## config.mk

```make
export PLATFORM = sky130hd
export DESIGN_NAME = run_ctl_flat
export DESIGN_NICKNAME = d
export VERILOG_FILES = /design/src/rtl/run_ctl_pkg.sv /design/src/rtl/run_ctl_if.sv /design/src/rtl/run_ctl_pc_next.sv /design/src/rtl/run_ctl.sv /design/src/flat_wrapper.sv
export SDC_FILE = /design/constraint.sdc
export NUM_CORES = 1
export LEC_CHECK = 0
export CAP_MARGIN = 25
export CORE_MARGIN = 2
export CORE_UTILIZATION = 30
export CTS_CLUSTER_SIZE = 30
export DETAILED_ROUTE_END_ITERATION = 6
export PLACE_DENSITY = 0.54
export RECOVER_POWER = 100
export SLEW_MARGIN = 10
export SYNTH_ARGS = -nofsm -noshare
export SYNTH_HDL_FRONTEND = slang
export SYNTH_SLANG_ARGS = --single-unit
```

## constraint.sdc

```tcl
create_clock -name clk -period 3.5 [get_ports clk]
set_clock_uncertainty 0.15 [all_clocks]
set_input_delay 0.875 -clock clk [delete_from_list [all_inputs] [get_ports clk]]
set_output_delay 0.875 -clock clk [all_outputs]
set_load 0.01 [all_outputs]
```

## src/rtl/run_ctl_pkg.sv

```systemverilog
// Shared types and default widths for the run-control / fetch sequencer.
package run_ctl_pkg;

  localparam int D_DEF  = 12;
  localparam int CW_DEF = 16;

  typedef enum logic [1:0] {
    IDLE = 2'd0,
    RUN  = 2'd1,
    DONE = 2'd2
  } run_state_t;

endpackage

```

## src/rtl/run_ctl_if.sv

```systemverilog
// Bundle between run_ctl and its surroundings: host req/done handshake,
// decoder/ALU control inputs and the fetch/flag/status outputs.
interface run_ctl_if
  import run_ctl_pkg::*;
#(
  parameter int D  = D_DEF,
  parameter int CW = CW_DEF
);

  logic          req;
  logic          done;
  logic          halt;
  logic          branch_en;
  logic          jump_en;
  logic [D-1:0]  target;
  logic          zero;
  logic          sc_o;
  logic          sc_clr;
  logic          sc_en;
  logic [D-1:0]  prog_ctr;
  logic          zero_q;
  logic          sc_in;
  logic          run_en;
  logic [CW-1:0] cycle_cnt;
  logic          timeout;

  // Host / core side.
  modport master (
    output req, halt, branch_en, jump_en, target, zero, sc_o, sc_clr, sc_en,
    input  done, prog_ctr, zero_q, sc_in, run_en, cycle_cnt, timeout
  );

  // Sequencer side.
  modport slave (
    input  req, halt, branch_en, jump_en, target, zero, sc_o, sc_clr, sc_en,
    output done, prog_ctr, zero_q, sc_in, run_en, cycle_cnt, timeout
  );

endinterface

```

## src/rtl/run_ctl_pc_next.sv

```systemverilog
// Combinational next-PC selector: halt > jump > taken branch > increment.
// All arithmetic wraps modulo 2**D.
module pc_next #(
  parameter int D      = 12,
  parameter bit BR_REL = 1'b1
) (
  input  logic [D-1:0] pc,
  input  logic         halt,
  input  logic         jump_en,
  input  logic         branch_en,
  input  logic         zero_q,
  input  logic [D-1:0] target,
  output logic [D-1:0] pc_nxt
);

  // Priority select of the next instruction address.
  always_comb begin
    // NOTE: assigning a default first keeps every path driven, so no latch is inferred.
    pc_nxt = pc + D'(1);
    if (halt) begin
      pc_nxt = pc;
    end else if (jump_en) begin
      pc_nxt = target;
    end else if (branch_en && zero_q) begin
      pc_nxt = BR_REL ? (pc + target) : target;
    end
  end

endmodule

```

## src/rtl/run_ctl.sv

```systemverilog
// Run-control and fetch sequencer for the 9-bit-ISA core: PC, zero and
// shift/carry flags, four-phase req/done handshake and cycle counter.
// Optional watchdog enabled by defining WDOG_EN.
module run_ctl
  import run_ctl_pkg::*;
#(
  parameter int D          = D_DEF,
  parameter int START_ADDR = 0,
  parameter int END_ADDR   = 128,
  parameter bit BR_REL     = 1'b1,
  parameter int CW         = CW_DEF,
  parameter int MAX_CYC    = 16'hFFFF
) (
  input logic     clk,
  input logic     reset,
  run_ctl_if.slave bus
);

  localparam logic [D-1:0] START_PC = D'(START_ADDR);
  localparam logic [D-1:0] END_PC   = D'(END_ADDR);

  run_state_t    state, state_nxt;
  logic [D-1:0]  pc_q, pc_nxt;
  logic          zero_q, sc_q, done_q, timeout_q;
  logic [CW-1:0] cnt_q;
  logic          end_hit, wdog_hit, run_exit;

  pc_next #(.D(D), .BR_REL(BR_REL)) u_pc_next (
    .pc        (pc_q),
    .halt      (bus.halt),
    .jump_en   (bus.jump_en),
    .branch_en (bus.branch_en),
    .zero_q    (zero_q),
    .target    (bus.target),
    .pc_nxt    (pc_nxt)
  );

  assign end_hit = (pc_nxt == END_PC);

`ifdef WDOG_EN
  assign wdog_hit = (cnt_q == CW'(MAX_CYC));
`else
  assign wdog_hit = 1'b0;
`endif

  assign run_exit = bus.halt || end_hit || wdog_hit;

  // State register.
  always_ff @(posedge clk or posedge reset) begin
    // NOTE: sequential state uses non-blocking assignments so all flops update together.
    if (reset) state <= IDLE;
    else       state <= state_nxt;
  end

  // Next-state decode.
  always_comb begin
    state_nxt = state;
    case (state)
      IDLE:    if (bus.req)  state_nxt = RUN;
      RUN:     if (run_exit) state_nxt = DONE;
      DONE:    if (!bus.req) state_nxt = IDLE;
      default: state_nxt = IDLE;
    endcase
  end

  // PC, flags, counter and handshake registers.
  always_ff @(posedge clk or posedge reset) begin
    if (reset) begin
      pc_q      <= START_PC;
      zero_q    <= 1'b0;
      sc_q      <= 1'b0;
      done_q    <= 1'b0;
      cnt_q     <= '0;
      timeout_q <= 1'b0;
    end else begin
      case (state)
        IDLE: begin
          pc_q <= START_PC;
          if (bus.req) begin
            cnt_q     <= '0;
            timeout_q <= 1'b0;
          end
        end
        RUN: begin
          zero_q <= bus.zero;
          if (bus.sc_clr)     sc_q <= 1'b0;
          else if (bus.sc_en) sc_q <= bus.sc_o;
          // A watchdog stop freezes PC and count at the limit.
          if (!wdog_hit) begin
            pc_q <= pc_nxt;
            if (cnt_q != '1) cnt_q <= cnt_q + CW'(1);
          end
          if (run_exit) begin
            done_q    <= 1'b1;
            timeout_q <= wdog_hit;
          end
        end
        DONE: begin
          if (!bus.req) begin
            done_q <= 1'b0;
            pc_q   <= START_PC;
          end
        end
        default: ;
      endcase
    end
  end

  assign bus.prog_ctr  = pc_q;
  assign bus.zero_q    = zero_q;
  assign bus.sc_in     = sc_q;
  assign bus.done      = done_q;
  assign bus.cycle_cnt = cnt_q;
  assign bus.timeout   = timeout_q;
  assign bus.run_en    = (state == RUN);

endmodule

```

## src/flat_wrapper.sv

```systemverilog
// flat-port wrapper written by rule: the top's interface ports become plain ports
module run_ctl_flat import run_ctl_pkg::*;
#(
  parameter int D          = D_DEF,
  parameter int START_ADDR = 0,
  parameter int END_ADDR   = 128,
  parameter bit BR_REL     = 1'b1,
  parameter int CW         = CW_DEF,
  parameter int MAX_CYC    = 16'hFFFF
)
  (clk, reset, bus_req, bus_halt, bus_branch_en, bus_jump_en, bus_target, bus_zero, bus_sc_o, bus_sc_clr, bus_sc_en, bus_done, bus_prog_ctr, bus_zero_q, bus_sc_in, bus_run_en, bus_cycle_cnt, bus_timeout);
  run_ctl_if #(.D(D), .CW(CW)) bus_i ();
  input logic clk;
  input logic reset;
  input wire logic [$bits(bus_i.req)-1:0] bus_req;
  input wire logic [$bits(bus_i.halt)-1:0] bus_halt;
  input wire logic [$bits(bus_i.branch_en)-1:0] bus_branch_en;
  input wire logic [$bits(bus_i.jump_en)-1:0] bus_jump_en;
  input wire logic [$bits(bus_i.target)-1:0] bus_target;
  input wire logic [$bits(bus_i.zero)-1:0] bus_zero;
  input wire logic [$bits(bus_i.sc_o)-1:0] bus_sc_o;
  input wire logic [$bits(bus_i.sc_clr)-1:0] bus_sc_clr;
  input wire logic [$bits(bus_i.sc_en)-1:0] bus_sc_en;
  output wire logic [$bits(bus_i.done)-1:0] bus_done;
  output wire logic [$bits(bus_i.prog_ctr)-1:0] bus_prog_ctr;
  output wire logic [$bits(bus_i.zero_q)-1:0] bus_zero_q;
  output wire logic [$bits(bus_i.sc_in)-1:0] bus_sc_in;
  output wire logic [$bits(bus_i.run_en)-1:0] bus_run_en;
  output wire logic [$bits(bus_i.cycle_cnt)-1:0] bus_cycle_cnt;
  output wire logic [$bits(bus_i.timeout)-1:0] bus_timeout;
  assign bus_i.req = bus_req;
  assign bus_i.halt = bus_halt;
  assign bus_i.branch_en = bus_branch_en;
  assign bus_i.jump_en = bus_jump_en;
  assign bus_i.target = bus_target;
  assign bus_i.zero = bus_zero;
  assign bus_i.sc_o = bus_sc_o;
  assign bus_i.sc_clr = bus_sc_clr;
  assign bus_i.sc_en = bus_sc_en;
  assign bus_done = bus_i.done;
  assign bus_prog_ctr = bus_i.prog_ctr;
  assign bus_zero_q = bus_i.zero_q;
  assign bus_sc_in = bus_i.sc_in;
  assign bus_run_en = bus_i.run_en;
  assign bus_cycle_cnt = bus_i.cycle_cnt;
  assign bus_timeout = bus_i.timeout;
  run_ctl #(.D(D), .START_ADDR(START_ADDR), .END_ADDR(END_ADDR), .BR_REL(BR_REL), .CW(CW), .MAX_CYC(MAX_CYC)) u_core (.clk(clk), .reset(reset), .bus(bus_i));
endmodule
```

==> reports/qor.yml, run 1 <==
outcome:
  status: "finished with violations"
  violations: "capacitance limit, slew limit"
finish:
  num-nets-final: 426
  design_area_sq_um: 3630
  multi_input_area_sq_um: 1690
  antenna-diode-count: 0
  regArea_sq_um: 825.8
  fillers: 848
  area_growth_pct: 46.52
  drive_above_1_share_pct: 20.41
global_route:
  grt_pass1_vias: 2432
  grt_pass1_wl_mm: 12.03
  gr-usage-met1_pct: 23.59
  antenna_found_initial: 0
  met2_usage_pct: 27.19
  overflow: 0
  grt.busiest_layer: "met2"
  grt_max_degree: 34
  grt_use_met3_pct: 2.474
  track_usage_pct: 16.74
logic_synthesis:
  async_flop_share_pct: 100.0
  avgSynthCellArea_sq_um: 8.313
  synth_warnings: 0
  synth-simple-area-share_pct: 24.70
  yosys.cell_types.count: 57
  ys.flop_type: "dfrtp_1"
  syn-num-nets: 333
  ys_seq_elements: 33
  synthCells: 298
  yosysSeqAreaShare_pct: 33.33
  synth_edf_count: 0
  synth_xor_area_share_pct: 3.535
  synthAdderAreaFrac_pct: 6.869
  synth_compound_gate_area_share_pct: 24.29
  synth_top_family_by_area: "simple AND/OR/NAND/NOR gates"
  syn_area_sq_um: 2477
  muxShareOfSynthArea_pct: 3.333
worst_setup_path:
  rrSetupSlack_ns: 0.42
  critPathArrivalTime_ns: 3.47
  reg2reg_depth: 11
  cp_slowest_stage_delay_ns: 0.43
  crit_type: "in2reg"
  r2r_end: "u_core.state[0]"
  endpoint: "u_core.state[0]"
  cp.depth: 11
  crit_buf_inv: 1
  worst_path_max_delay_cell: "clkdlybuf4s50_1"
  reg2reg_from: "u_core.bus.zero_q"
  path_cells: "clkdlybuf4s50_1 -> and3_4 -> fa_2 -> a21o_1 -> a2111o_1 -> o221a_4 -> a21oi_2 -> o21ai_2 -> nor4_2 -> a31oi_1 -> or2_1"
  critPathLaunch: "bus_target[1]"
  crit_family: "compound AO/OA/AOI/OAI gates"
  critPathLaunchType: "input port"
  critPathMaxFanout: 3
  required_ns: 3.52
  worstSetupEndpointType: "register"
min_path:
  hold_class: "reg2reg"
  holdPathStages: 1
die:
  coreArea_sq_um: 8093
  design.die.area_sq_um: 9001
  fp.dieH_um: 94.88
  row_count: 33
  die_w_um: 94.88
  floorplan.initialDensity_pct: 30.61
  io_pins: 55
drt:
  drt_iter0_drc: 125
  drc: 0
  routed_via_density: 5.129
  drtPass1Iterations: 4
  routed_wl_mm: 7.373
  wl_per_cell_um: 14.84
  dr_total_vias: 2549
  postRouteAntennaNets: 0
cts:
  clk_path_buf_depth: 2
  clk_pin_slew_ns: 0.07
  cts_root_buf: "clkbuf_8"
  cts_buffers: 5
  cts_tree: "done"
  htree_levels: 2
  clock_latency_ns: 0.29
  cts.sink_count: 33
timing:
  fmax_mhz: 290.0
  min_period_over_period_pct: 98.53
  setup_viol: 0
  slew_headroom_pct: -21.04
  slew_viol_final: 34
  holdWs_ns: 0.3570
  tightest_slew_ns: 1.816
  fin_crit_ns: 3.448
  hold_viol_final: 0
place:
  place.port_buffers: 53
  hpwl_mm: 5.541
  placed_area_sq_um: 3395
  gp_congestion: 0.8321
flow_run:
  cap_viol_max_count: 1
pwr:
  pwr_density_cell_nw_per_um2: 580.4
  ir_drop_v: 0.0002317
  p_leak_nw: 1.705
layout by cell type, fill, tap and decap left out, types with 3 or more instances in the layout:
master | Yosys | final
a21o_1 | 3 | 3
a21oi_1 | 12 | 12
a22o_1 | 4 | 4
and2_1 | 3 | 3
and3_1 | 18 | 16
buf_4 | 1 | 43
clkbuf_1 | 8 | 3
clkbuf_8 | 0 | 5
clkdlybuf4s50_1 | 0 | 17
dfrtp_1 | 33 | 33
dlygate4sd3_1 | 0 | 34
ha_1 | 12 | 6
ha_4 | 0 | 5
inv_1 | 10 | 10
mux2i_1 | 6 | 6
nand2_1 | 50 | 49
nand3_1 | 11 | 11
nand3b_1 | 3 | 3
nand4_1 | 4 | 4
nor2_1 | 19 | 20
nor3_1 | 4 | 4
o21ai_0 | 23 | 24
o21ai_1 | 4 | 3
o31ai_1 | 9 | 9
or3_1 | 7 | 8
xnor2_1 | 4 | 4
xor2_1 | 6 | 6
kinds of logic (layout without fill, tap and decap cells):
logic type | count (synthesis) | count (layout)
buffers and inverters | 23 | 117
DFF | 33 | 33
adders and majority gates | 13 | 13
xor gates and xnor gates | 10 | 10
AOI/OAI and AO/OA | 85 | 85
other | 1 | 1
and+or+nand+nor | 125 | 125
muxes | 8 | 8
Yosys cell counts, types with 2 or more instances:
library cell   n  area share (%)
nand2_1       50             7.6
dfrtp_1       33              33
o21ai_0       23             4.6
nor2_1        19             2.9
and3_1        18             4.5
a21oi_1       12             2.4
ha_1          12             6.1
nand3_1       11             2.2
inv_1         10             1.5
o31ai_1        9             2.7
clkbuf_1       8             1.2
or3_1          7             1.8
mux2i_1        6             2.4
xor2_1         6             2.1
a22o_1         4             1.4
nand4_1        4             1.0
nor3_1         4            0.81
o21ai_1        4            0.81
xnor2_1        4             1.4
a21o_1         3            0.91
a21oi_2        3             1.1
a31oi_1        3            0.76
and2_1         3            0.76
buf_2          3            0.61
nand3b_1       3            0.91
a2111oi_0      2            0.71
a211oi_1       2            0.61
mux2_2         2            0.91
o211ai_1       2            0.61
per-layer routing:
layer / routed length (um) / up-vias / share of wire (%)
li1: - / 1277 / -
met2: 3397 / 58 / 46
met5: 0 / - / 0
met3: 308 / 5 / 4.2
met1: 3608 / 1209 / 49
met4: 58 / 0 / 0.79
power breakdown:
part	internal (W)	switching, W
clock network	0.000138	0.000145
registers	0.000472	0.000162
logic	0.000585	0.000605
total	0.00120	0.000911
registers in the layout, indices dropped and copies added (netlist names):
register              cells
u_core.bus.cycle_cnt     16
u_core.bus.prog_ctr      12
u_core.bus.zero_q         1
u_core.state              2
u_core.bus.done           1
u_core.bus.sc_in          1
worst min-delay path by stage:
| stage | slack (ns) | endpoint | from |
|---|---|---|---|
| finish | 0.36 | u_core.bus.cycle_cnt[8] | u_core.bus.cycle_cnt[8] |
| global route | 0.41 | u_core.bus.cycle_cnt[10] | u_core.bus.cycle_cnt[10] |
| CTS | 0.37 | u_core.bus.cycle_cnt[8] | u_core.bus.cycle_cnt[8] |
| detailed placement | 0.36 | u_core.bus.sc_in | u_core.bus.sc_in |
| global placement | 0.35 | u_core.bus.sc_in | u_core.bus.sc_in |
| floorplan | 0.38 | u_core.bus.cycle_cnt[8] | u_core.bus.cycle_cnt[8] |
area by class of cell:
class / count / share of cell area (%)
multi-input combinational: 242 / 46.57
timing repair buffer: 98 / 23.65
sequential: 33 / 22.75
tap: 105 / 3.619
clock buffer: 6 / 1.999
inverter: 11 / 1.138
clock inverter: 2 / 0.2758
through the flow:
step	setup TNS, ns	instances	worst slack (ns)	total power [W]	utilization (%)
after floorplan	0	298	0.05938	0.001212	-
after global placement	-2.216	485	-0.4841	0.001781	41.95
after detailed placement	-2.512	485	-0.5191	0.001791	41.95
after CTS	0	495	0.02151	0.002115	43.69
after global routing	-0.01486	497	-0.01486	0.002280	44.85
final	0	497	0.05160	0.002107	44.85
repair_timing:
item	in CTS	in global routing
endpoints found under the setup margin	4	3
pin swaps	13	10
hold buffers	0	0
cloned	0	0
buffers inserted	2	2
gates resized for setup	10	15
Power figures use the tool's default switching activity.
==> run 2: changes to the inputs <==
--- a/config.mk
+++ b/config.mk
@@ -6,11 +6,12 @@
 export NUM_CORES = 1
 export LEC_CHECK = 0
 export CAP_MARGIN = 25
+export CORE_ASPECT_RATIO = 0.75
 export CORE_MARGIN = 2
 export CORE_UTILIZATION = 30
 export CTS_CLUSTER_SIZE = 30
 export DETAILED_ROUTE_END_ITERATION = 6
-export PLACE_DENSITY = 0.54
+export PLACE_DENSITY = 0.56
 export RECOVER_POWER = 100
 export SLEW_MARGIN = 10
 export SYNTH_ARGS = -nofsm -noshare
==> constraint.sdc (replaced) <==
create_clock -name clk -period 3 [get_ports clk]
set_clock_uncertainty 0.15 [all_clocks]
set_input_delay 0.75 -clock clk [delete_from_list [all_inputs] [get_ports clk]]
set_output_delay 0.75 -clock clk [all_outputs]
set_load 0.01 [all_outputs]
==> reports/qor.yml, run 2 (same netlist as run 1, synthesis figures left out) <==
outcome:
  status: "finished with violations"
  violations: "setup timing"
pwr:
  pwr_density_cell_nw_per_um2: 705.4  # +22%
  pwr-share-seq_pct: 25.3  # -4.8 points
  ir_drop_v: 0.0003488  # +51%
  p_leak_nw: 1.822  # +6.8%
  p_int_w: 0.001622  # +36%
  combinationalPowerShare_pct: 59.1  # +2.6 points
  switchingPower_w: 0.001153  # +27%
  clock_power_share_pct: 15.6  # +2.2 points
  swShare_pct: 41.55  # -1.7 points
finish:
  layout_commonest_cell: "buf_4"
  multi_input_area_sq_um: 1833  # +8.4%
  final_cell_mix: "buf_4 (59), nand2_1 (47), dlygate4sd3_1 (35), dfrtp_1 (33), o21ai_0 (20)"
  antenna-diode-count: 0  # unchanged
  fin_util_pct: 49.47  # +4.6 points
  area_growth_pct: 58.79
  drive_above_1_share_pct: 29.02  # +8.6 points
  fillers: 779  # -8.1%
  largest_reg_flops: 16  # unchanged
  stdcell_count: 515  # +3.6%
  regArea_sq_um: 825.8  # unchanged
  num-nets-final: 444  # +4.2%
timing:
  fmax_mhz: 317.6
  tightest_slew_ns: 0.8555  # -0.9601 ns
  holdWs_ns: 0.3614  # +0.004337 ns
  hold_viol_final: 0  # unchanged
  postLayoutSetupSlackWorst_ns: -0.1484  # -0.2000 ns
  fin_crit_ns: 3.148
  slew_viol_final: 0  # -100%
  rsz0062_at_grt: "yes"
  slew_headroom_pct: 42.96  # +64 points
  setup_viol: 4  # +4
  min_period_over_period_pct: 104.9
worst_setup_path:
  worstSetupEndpointType: "register"
  critPathArrivalTime_ns: 3.17  # -0.30 ns
  critPathLaunchType: "input port"
  rrSetupSlack_ns: 0.01  # -0.41 ns
  reg2reg_from: "u_core.bus.zero_q"
  critPathMaxFanout: 3  # unchanged
  required_ns: 3.02  # -0.50 ns
  crit_type: "in2reg"
  critPathLaunch: "bus_target[0]"
min_path:
  hp-start: "u_core.bus.cycle_cnt[8]"
  hold_class: "reg2reg"
place:
  dpl_worst_slack_ns: -0.8541  # -0.3351 ns
  dp_cells: 500  # +3.1%
  gp_congestion: 0.7928  # -4.7%
  place.port_buffers: 53  # unchanged
  hpwl_mm: 5.775  # +4.2%
die:
  coreArea_sq_um: 7953  # -1.7%
  row_count: 28  # -15%
  die_w_um: 108.9  # +15%
  design.die.area_sq_um: 9009  # about the same
  io_pins: 55  # unchanged
  fp.dieH_um: 82.70  # -13%
  floorplan.initialDensity_pct: 31.15  # +0.54 points
global_route:
  overflow: 0  # unchanged
  grt_max_degree: 34  # unchanged
  track_usage_pct: 18.88  # +2.1 points
  grt_pass1_vias: 2704  # +11%
  grt_pass1_wl_mm: 13.23  # +10%
  antenna_found_initial: 0  # unchanged
cts:
  cts_tree: "done"
  cts_root_buf: "clkbuf_8"
  ctsHoldBuffers: 0  # unchanged
  clk_path_buf_depth: 2  # unchanged
  clock_latency_ns: 0.28  # about the same
  clk_pin_slew_ns: 0.07  # about the same
  cts.sink_count: 33  # unchanged
  cts_buffers: 5  # unchanged
  htree_levels: 2  # unchanged
drt:
  drtPass1Iterations: 4  # unchanged
  wl_per_cell_um: 15.20  # +2.4%
  postRouteAntennaNets: 0  # unchanged
  dr_total_vias: 2644  # +3.7%
  drt_iter0_drc: 93  # -26%
  routed_via_density: 5.134  # +0.10%
  drc: 0  # unchanged
  routed_wl_mm: 7.826  # +6.1%
flow_run:
  cap_viol_max_count: 0  # -1
run 2: cell type report:
type	count	share of cell area, %
Clock buffer	7	2.195
Inverter	11	1.050
Sequential cell	33	20.99
Tap cell	105	3.340
Multi-Input combinational cell	242	46.60
Clock inverter	1	0.7634
Timing Repair Buffer	116	25.06
run 2: path summary, 6_finish.rpt:
check | end | cells after the start
min reg2reg | u_core.bus.cycle_cnt[8] | 1
min | u_core.bus.cycle_cnt[8] | 1
max | u_core.state[0] | 14
min in group asynchronous | u_core.bus.sc_in | 3
max reg2reg | u_core.state[0] | 13
max in group asynchronous | u_core.bus.cycle_cnt[2] | 3
run 2: layer usage:
| layer | routed length, um | up-vias | track usage, % |
|---|---|---|---|
| li1 | - | 1311 | - |
| met1 | 3935 | 1276 | 26.47 |
| met2 | 3556 | 53 | 31.06 |
| met3 | 315 | 4 | 3.611 |
| met4 | 19 | 0 | 2.436 |
| met5 | 0 | - | 0 |
run 2: timing repair:
item,4_1_cts,5_1_grt
setup endpoints to repair,11,6
setup buffers,6,1
gates resized for setup,52,12
pin swaps,25,4
run 2: power by group through the flow:
stage	sequential [W]	combinational, W	clock [W]
final	0.000702	0.00164	0.000433
after global routing	0.000719	0.00180	0.000470
after CTS	0.000706	0.00162	0.000447
after detailed placement	0.000694	0.00148	0
after global placement	0.000697	0.00147	0
after floorplan	0.000716	0.000704	0
run 2: worst max-delay path: stages:
cell and delay [ns]:
buf_6 0.09, nand3b_1 0.14, ha_2 0.20, fa_2 0.37, a21o_1 0.20, o2bb2ai_2 0.13
buf_4 0.14, o31ai_2 0.23, buf_4 0.17, nand3_1 0.07, nor3b_2 0.19, nor2_2 0.17
a31oi_1 0.10, or2_1 0.23
run 2: metrics by stage:
stage | total power (W) | setup TNS [ns] | area, sq um
global route | 0.002987 | -1.184 | 3934
CTS | 0.002775 | -0.4905 | 3896
finish | 0.002775 | -0.5107 | 3934
floorplan | 0.001420 | -0.3077 | 2499
detailed placement | 0.002170 | -6.641 | 3518
global placement | 0.002162 | -6.061 | 3518
==> run 3: changes to the inputs <==
--- a/config.mk
+++ b/config.mk
@@ -11,6 +11,7 @@
 export CORE_UTILIZATION = 30
 export CTS_CLUSTER_SIZE = 30
 export DETAILED_ROUTE_END_ITERATION = 6
+export GPL_ROUTABILITY_DRIVEN = 0
 export PLACE_DENSITY = 0.56
 export RECOVER_POWER = 100
 export SLEW_MARGIN = 10
==> results of run 3 <==
Same layout as run 2: the final DEF is identical, and so are final timing and power.
